==> src/rtl/sincos_arbiter.sv <==
// sincos_arbiter: round-robin sharing of one quarter-wave sin/cos ROM.
// A winner's angle (0..47, 7.5 degree steps; 48..63 wrap by subtracting 48)
// is split into quadrant and quarter-wave index. The index drives the ROM.
// After ROM_LAT clocks the magnitudes are folded into signed Q1.7 sin/cos,
// and a one-cycle done strobe goes back to the requester that was served.
module sincos_arbiter #(
  parameter int N_REQ   = 4,
  parameter int ROM_LAT = 1
) (
  input  logic                 Clk,
  input  logic                 Reset_n,
  input  logic [N_REQ-1:0]     req,
  input  logic [6*N_REQ-1:0]   angle,
  output logic [3:0]           rom_addr,
  input  logic [7:0]           rom_sin,
  input  logic [7:0]           rom_cos,
  output logic                 busy,
  output logic [2:0]           grant_id,
  output logic [N_REQ-1:0]     done,
  output logic [8:0]           sin_out,
  output logic [8:0]           cos_out
);

  typedef enum logic [1:0] {
    ST_IDLE = 2'd0,
    ST_WAIT = 2'd1,
    ST_DONE = 2'd2
  } state_t;

  state_t           state_r;
  logic [2:0]       ptr_r;
  logic [1:0]       cnt_r;
  logic [1:0]       quad_r;

  logic [7:0]       req_pad_s;
  logic [47:0]      angle_pad_s;
  logic [3:0]       cand_s;
  logic             win_found_s;
  logic [2:0]       win_idx_s;
  logic [5:0]       win_angle_s;
  logic [5:0]       red_angle_s;
  logic [1:0]       win_quad_s;
  logic [3:0]       win_rem_s;
  logic [17:0]      fold_s;
  logic [N_REQ-1:0] done_next_s;
  logic [2:0]       ptr_next_s;

  // Map a quarter-wave magnitude pair onto the full circle: {sin, cos}.
  // Zero-extended to 9 bits, so negating 0 gives 0 and -128 fits.
  function automatic logic [17:0] fold(input logic [1:0] quad,
                                       input logic [7:0] s,
                                       input logic [7:0] c);
    logic [8:0] sp;
    logic [8:0] cp;
    logic [8:0] sn;
    logic [8:0] cn;
    sp = {1'b0, s};
    cp = {1'b0, c};
    sn = 9'd0 - sp;
    cn = 9'd0 - cp;
    case (quad)
      2'd0:    fold = {sp, cp};
      2'd1:    fold = {cp, sn};
      2'd2:    fold = {sn, cn};
      2'd3:    fold = {cn, sp};
      default: fold = {sp, cp};
    endcase
  endfunction

  // Pad request/angle buses to the 8-requester maximum so indexing is uniform.
  assign req_pad_s   = 8'(req);
  assign angle_pad_s = 48'(angle);
  assign fold_s      = fold(quad_r, rom_sin, rom_cos);

  // Round-robin search: first asserted request at or after the pointer, wrapping.
  always_comb begin
    win_found_s = 1'b0;
    win_idx_s   = 3'd0;
    cand_s      = 4'd0;
    for (int i = 0; i < N_REQ; i++) begin
      cand_s = {1'b0, ptr_r} + 4'(i);
      if (cand_s >= 4'(N_REQ)) begin
        cand_s = cand_s - 4'(N_REQ);
      end else begin
        cand_s = cand_s;
      end
      if (!win_found_s && req_pad_s[cand_s[2:0]]) begin
        win_found_s = 1'b1;
        win_idx_s   = cand_s[2:0];
      end else begin
        win_found_s = win_found_s;
      end
    end
  end

  // Select the winning requester's angle field.
  always_comb begin
    win_angle_s = 6'd0;
    for (int i = 0; i < 8; i++) begin
      if (win_idx_s == 3'(i)) begin
        win_angle_s = angle_pad_s[6*i +: 6];
      end else begin
        win_angle_s = win_angle_s;
      end
    end
  end

  // Wrap out-of-range angles, then split into quadrant and index 0..11.
  always_comb begin
    if (win_angle_s >= 6'd48) begin
      red_angle_s = win_angle_s - 6'd48;
    end else begin
      red_angle_s = win_angle_s;
    end
    if (red_angle_s >= 6'd36) begin
      win_quad_s = 2'd3;
      win_rem_s  = 4'(red_angle_s - 6'd36);
    end else if (red_angle_s >= 6'd24) begin
      win_quad_s = 2'd2;
      win_rem_s  = 4'(red_angle_s - 6'd24);
    end else if (red_angle_s >= 6'd12) begin
      win_quad_s = 2'd1;
      win_rem_s  = 4'(red_angle_s - 6'd12);
    end else begin
      win_quad_s = 2'd0;
      win_rem_s  = 4'(red_angle_s);
    end
  end

  // One-hot done vector and next round-robin pointer for the served requester.
  always_comb begin
    done_next_s = {N_REQ{1'b0}};
    for (int i = 0; i < N_REQ; i++) begin
      done_next_s[i] = (grant_id == 3'(i));
    end
    if (grant_id == 3'(N_REQ - 1)) begin
      ptr_next_s = 3'd0;
    end else begin
      ptr_next_s = grant_id + 3'd1;
    end
  end

  // Control FSM: capture a winner, wait out ROM latency, publish folded result.
  always_ff @(posedge Clk or negedge Reset_n) begin
    if (!Reset_n) begin
      state_r  <= ST_IDLE;
      ptr_r    <= 3'd0;
      cnt_r    <= 2'd0;
      quad_r   <= 2'd0;
      rom_addr <= 4'd0;
      busy     <= 1'b0;
      grant_id <= 3'd0;
      done     <= {N_REQ{1'b0}};
      sin_out  <= 9'd0;
      cos_out  <= 9'd0;
    end else begin
      case (state_r)
        ST_IDLE: begin
          if (win_found_s) begin
            grant_id <= win_idx_s;
            rom_addr <= win_rem_s;
            quad_r   <= win_quad_s;
            busy     <= 1'b1;
            cnt_r    <= 2'(ROM_LAT - 1);
            state_r  <= ST_WAIT;
          end else begin
            state_r  <= ST_IDLE;
          end
        end
        ST_WAIT: begin
          if (cnt_r == 2'd0) begin
            sin_out <= fold_s[17:9];
            cos_out <= fold_s[8:0];
            done    <= done_next_s;
            state_r <= ST_DONE;
          end else begin
            cnt_r   <= cnt_r - 2'd1;
          end
        end
        ST_DONE: begin
          done    <= {N_REQ{1'b0}};
          busy    <= 1'b0;
          ptr_r   <= ptr_next_s;
          state_r <= ST_IDLE;
        end
        default: begin
          done    <= {N_REQ{1'b0}};
          busy    <= 1'b0;
          state_r <= ST_IDLE;
        end
      endcase
    end
  end

endmodule
==> config.mk <==
export PLATFORM = sky130hd
export DESIGN_NAME = sincos_arbiter
export DESIGN_NICKNAME = d
export VERILOG_FILES = /design/src/rtl/sincos_arbiter.sv
export SDC_FILE = /design/constraint.sdc
export NUM_CORES = 1
export LEC_CHECK = 0
export BUFFER_PORTS_ARGS = -buffer_cell sky130_fd_sc_hd__buf_2
export CORE_MARGIN = 10
export CORE_UTILIZATION = 40
export DETAILED_ROUTE_END_ITERATION = 12
export PLACE_DENSITY = 0.66
export SYNTH_ARGS = -nofsm -noshare
export SYNTH_HDL_FRONTEND = slang
export SYNTH_SLANG_ARGS = --single-unit
==> constraint.sdc <==
create_clock -name Clk -period 4 [get_ports Clk]
set_clock_uncertainty 0.2 [all_clocks]
set_input_delay 0.8 -clock Clk [delete_from_list [all_inputs] [get_ports Clk]]
set_output_delay 0.8 -clock Clk [all_outputs]
set_load 0.1 [all_outputs]
==> flow_summary.json, run 1 <==
{
  "wl_per_cell_um": 14.3,
  "drive_above_1_share_pct": 31.6,
  "die_x_um": 106,
  "core_um2": 7210,
  "chipHeight_um": 106,
  "cts_inserted_buffers": 5,
  "cts.path.max_buffers": 2,
  "gp_congestion": 0.828,
  "clk_latency_ns": 0.29,
  "synth_area_per_cell_um2": 8.49,
  "first_iter_violations": 133,
  "row_count": 31,
  "cp_max_fo": 6,
  "grt_pass1_wl_um": 12200,
  "netlist_area_um2": 2950,
  "ys_seq_elements": 39,
  "vias_per_cell": 5.18,
  "cts_tree": "done",
  "io_pins": 76,
  "pre_cts_slack_ns": -0.0273,
  "hold_viol": 0,
  "drt_wl_total_um": 7510,
  "fin_crit_ns": 3.84,
  "grtUsageTotal_pct": 12.9,
  "required_ns": 3.98,
  "antennaDiodeCount": 0,
  "fp.dieArea_um2": 11200,
  "synth_nets": 408,
  "vias": 2726,
  "start_util_pct": 40.8,
  "slew_viol_final": 0,
  "synthFlopType": "dfrtp_1",
  "hold_path_class": "reg2reg",
  "cts.sinks": 39,
  "hpwl_um": 5970,
  "yosys_warnings": 0,
  "cts_root_buffer": "clkbuf_8",
  "drt-pass1-iter-count": 4,
  "postLayoutSetupSlackWorst_ns": 0.165,
  "final_cell_mix": "75 x buf_2, 45 x o21ai_0, 43 x nand2_1, 38 x dfrtp_1, 21 x a21oi_1",
  "end_kind": "flip-flop",
  "antenna_found_initial": 0,
  "fmax_mhz": 261,
  "status": "finished clean",
  "worst_pin_slew_ns": 1.07,
  "path_class": "reg2reg",
  "portBuffers": 75,
  "hold_ws_ns": 0.271,
  "ctsHtreeMaxLevel": 2,
  "ys_seq_area_share_pct": 33.1,
  "ys_types": 58,
  "fin_crit_sh_pct": 95.9,
  "grt-ovfl-total": 0,
  "synth_edf_count": 0,
  "syn_to_final_growth_pct": 24.3,
  "grt_pass1_vias": 2549,
  "setup_violations": 0,
  "grt_start_max_net_pins": 44,
  "nets": 487,
  "cts.clk_slew.worst_paths_ns": 0.08,
  "drtAntennaViolNets": 0,
  "syn_inst": 347,
  "arrival_ns": 3.81,
  "slew_headroom_pct": 28.3,
  "cts_hold_buffers": 0,
  "startpoint_type": "flip-flop",
  "maxCapViolCount": 0,
  "final_common_cell": "buf_2",
  "drc": 0,
  "async_reset_ff_share_pct": 100
}
## flip-flops by register name, indices dropped and copies added, names as in the netlist
register	cells
busy	1
cnt_r	2
cos_out	9
done	4
grant_id	3
ptr_r	3
quad_r	2
rom_addr	4
sin_out	9
state_r	2
## cell usage after synthesis, types with 5 or more instances
cell | n | area share (%)
inv_1 | 20 | 2.5
mux2_2 | 7 | 2.7
nor3_1 | 7 | 1.2
a211oi_1 | 8 | 2.0
or3_1 | 8 | 1.7
o21ai_0 | 45 | 7.6
nand3_1 | 11 | 1.9
nor2b_1 | 5 | 1.1
dfrtp_1 | 39 | 33
nand2b_1 | 9 | 1.9
ha_1 | 15 | 6.4
clkbuf_1 | 12 | 1.5
nand2_1 | 43 | 5.5
a21oi_1 | 21 | 3.6
nor2_1 | 20 | 2.5
mux2i_1 | 16 | 5.4
## kinds of logic after synthesis
| logic type | synth area share [%] |
|---|---|
| compound gates | 21.9 |
| xor+xnor | 1.19 |
| simple gates | 18.4 |
| fa+ha+maj | 6.37 |
| flops | 33.1 |
| mux | 12.8 |
| buf+inv | 6.12 |
## layout make-up
cell class / instances / area, um^2
clock buffer: 7 / 96.3
clock inverter: 1 / 7.51
fill: 729 / 3550
inverter: 22 / 82.6
multi-input combinational: 266 / 1870
sequential: 39 / 977
tap: 99 / 124
timing repair buffer: 92 / 503
## metrics by stage
stage	instances	util (%)	instance area, um^2	TNS (ns)
3_5_place_dp	516	48.2	3480	-0.0273
5_1_grt	526	50.7	3660	-0.00395
2_1_floorplan	347	-	2970	0
3_3_place_gp	516	48.2	3480	0
6_report	526	50.7	3660	0
4_1_cts	524	49.7	3580	0
## repair_timing
action,4_1_cts,5_1_grt
resized for setup,0,13
endpoints found under the setup margin,0,3
setup buffers,0,2
hold endpoints to repair,0,0
## layer usage
layer	GRT usage, %	up-vias	wire length, um
met4	2.61	0	54
met5	0	-	0
li1	-	1402	-
met1	15.9	1267	3350
met2	22.9	53	3890
met3	2.38	4	215
## worst paths after layout
kind	from	to	slack, ns	depth (start not counted)
hold / removal	sin_out[7]	sin_out[7]	0.27	2
setup reg to reg	ptr_r[1]	rom_addr[2]	0.16	15
max in group asynchronous	Reset_n	ptr_r[0]	2.61	1
min in group asynchronous	Reset_n	grant_id[2]	0.42	1
setup / recovery	ptr_r[1]	rom_addr[2]	0.16	15
hold reg to reg	sin_out[7]	sin_out[7]	0.27	2
## critical path, cell delays in order (launching register included)
cell       delay (ns)
dfrtp_1          0.35
inv_1            0.08
ha_4             0.32
mux4_2           0.56
and2_4           0.18
nor3_2           0.18
a2bb2oi_2        0.15
buf_4            0.15
mux2_2           0.34
inv_1            0.06
ha_2             0.19
nand2_1          0.05
or3_4            0.34
a41oi_2          0.23
xnor2_1          0.09
mux2_4           0.25
Power of run 1 is left out: the tool's default activity adds up to more than one toggle a clock period on the data nets, which glitch-free logic cannot reach.
==> inputs of run 2 (changes only) <==
- BUFFER_PORTS_ARGS: -buffer_cell sky130_fd_sc_hd__buf_2 -> -buffer_cell sky130_fd_sc_hd__buf_4
==> flow_summary.json, run 2 (same netlist as run 1, synthesis figures left out) <==
{
  "antennaDiodeCount": 0,
  "drive_above_1_share_pct": 30.3,
  "chipHeight_um": 106,
  "nets": 482,
  "fp.dieArea_um2": 11200,
  "drtAntennaViolNets": 0,
  "path_class": "reg2reg",
  "hpwl_um": 6170,
  "r2r_end": "rom_addr[2]",
  "cts_tree": "done",
  "fin_crit_ns": 3.86,
  "cts_root_buffer": "clkbuf_8",
  "drt_wl_total_um": 7990,
  "row_count": 31,
  "slew_viol_final": 0,
  "post_cts_buffers": 0,
  "timing.setup.tns_ns": 0,
  "design_area_um2": 3810,
  "cts_hold_buffers": 0,
  "fmax_mhz": 259,
  "vias": 2724,
  "top_layer_used": "met4",
  "place_area_um2": 3640,
  "slew_headroom_pct": 27.2,
  "cp_slowest_stage_delay_ns": 0.58,
  "wl_met3_um": 183,
  "path_depth": 15,
  "grt_start_max_net_pins": 44,
  "final_cell_mix": "87 x buf_4, 45 x o21ai_0, 43 x nand2_1, 38 x dfrtp_1, 21 x a21oi_1",
  "io_pins": 76,
  "nFillCells": 713,
  "hold_path_class": "in2async",
  "cts.sinks": 39,
  "core_um2": 7210,
  "top_regs": "cos_out (9), sin_out (9)",
  "cts.clk_slew.worst_paths_ns": 0.08,
  "worst_pin_slew_ns": 1.09,
  "portBuffers": 75,
  "arrival_ns": 3.83,
  "reg2reg_slack_ns": 0.14,
  "vias_per_cell": 5.23,
  "pre_cts_slack_ns": -0.0218,
  "antenna_found_initial": 0,
  "worstPathCellList": "inv_2 -> ha_4 -> mux4_2 -> nor3b_4 -> a2111oi_4 -> a2bb2oi_2 -> buf_4 -> mux2_2 -> inv_1 -> ha_2 -> nand2_1 -> or3_4 -> a41oi_2 -> xnor2_1 -> mux2_4",
  "endpoint": "rom_addr[2]",
  "maxCapViolCount": 0,
  "ctsHtreeMaxLevel": 2,
  "drc": 0,
  "cp_max_fo": 5,
  "fin_crit_sh_pct": 96.4,
  "multiInputGateArea_um2": 1900,
  "status": "finished clean",
  "wl_per_cell_um": 15.3,
  "hold_viol": 0,
  "grt_pass1_wl_um": 13100,
  "r2r_cells": 15,
  "wl_met1_um": 3580,
  "grt-ovfl-total": 0,
  "utilization_pct": 52.9,
  "grt_pass1_vias": 2691,
  "startpoint_type": "flip-flop",
  "critPathBufInv": 3,
  "postLayoutSetupSlackWorst_ns": 0.145,
  "first_iter_violations": 95,
  "worstReg2RegStart": "ptr_r[1]",
  "required_ns": 3.97,
  "drt-pass1-iter-count": 5,
  "seqCellArea_um2": 977,
  "cts.path.max_buffers": 2,
  "syn_to_final_growth_pct": 29.5,
  "cts_resized": 0,
  "final_common_cell": "buf_4",
  "dr_wl_met2_um": 4160,
  "gp_congestion": 0.902,
  "clk_latency_ns": 0.28,
  "cts_inserted_buffers": 5,
  "setup_violations": 0,
  "die_x_um": 106,
  "grtUsageTotal_pct": 13.7,
  "critPathLaunch": "ptr_r[1]",
  "crit_path_top_delay_cell": "mux4_2",
  "start_util_pct": 40.8,
  "end_kind": "flip-flop",
  "path_delay_family": "multiplexers"
}
run 2: final cells by class:
class	count	area share (%)
multi-input combinational	266	49.7
inverter	22	2.17
sequential	39	25.6
clock buffer	7	2.00
timing repair buffer	87	17.1
tap	99	3.25
clock inverter	1	0.131
run 2: worst reg2reg max path: stages (launching register included):
cell	delay, ns
dfrtp_1	0.37
inv_2	0.06
ha_4	0.30
mux4_2	0.58
nor3b_4	0.28
a2111oi_4	0.09
a2bb2oi_2	0.16
buf_4	0.17
mux2_2	0.28
inv_1	0.06
ha_2	0.19
nand2_1	0.07
or3_4	0.36
a41oi_2	0.23
xnor2_1	0.09
mux2_4	0.25
run 2: per-stage QoR:
step	instances	hold slack, ns
finish	521	0.277
global route	521	0.302
global placement	513	0.264
detailed placement	513	0.276
floorplan	347	0.257
CTS	521	0.292
run 2: metal layers:
| metal | up-vias | global-route usage (%) |
|---|---|---|
| li1 | 1391 | - |
| met1 | 1282 | 17.6 |
| met2 | 46 | 23.8 |
| met3 | 5 | 1.52 |
| met4 | 0 | 3.38 |
| met5 | - | 0 |
run 2: how the worst min path moves through the flow:
stage                    start         end  slack (ns)
floorplan             cnt_r[0]    cnt_r[0]        0.26
global placement    sin_out[8]  sin_out[8]        0.26
detailed placement  cos_out[4]  cos_out[4]        0.28
CTS                    Reset_n     done[0]        0.29
global route           Reset_n  cos_out[1]        0.30
finish                 Reset_n  cos_out[7]        0.28
Power of run 2 is left out for the same reason.
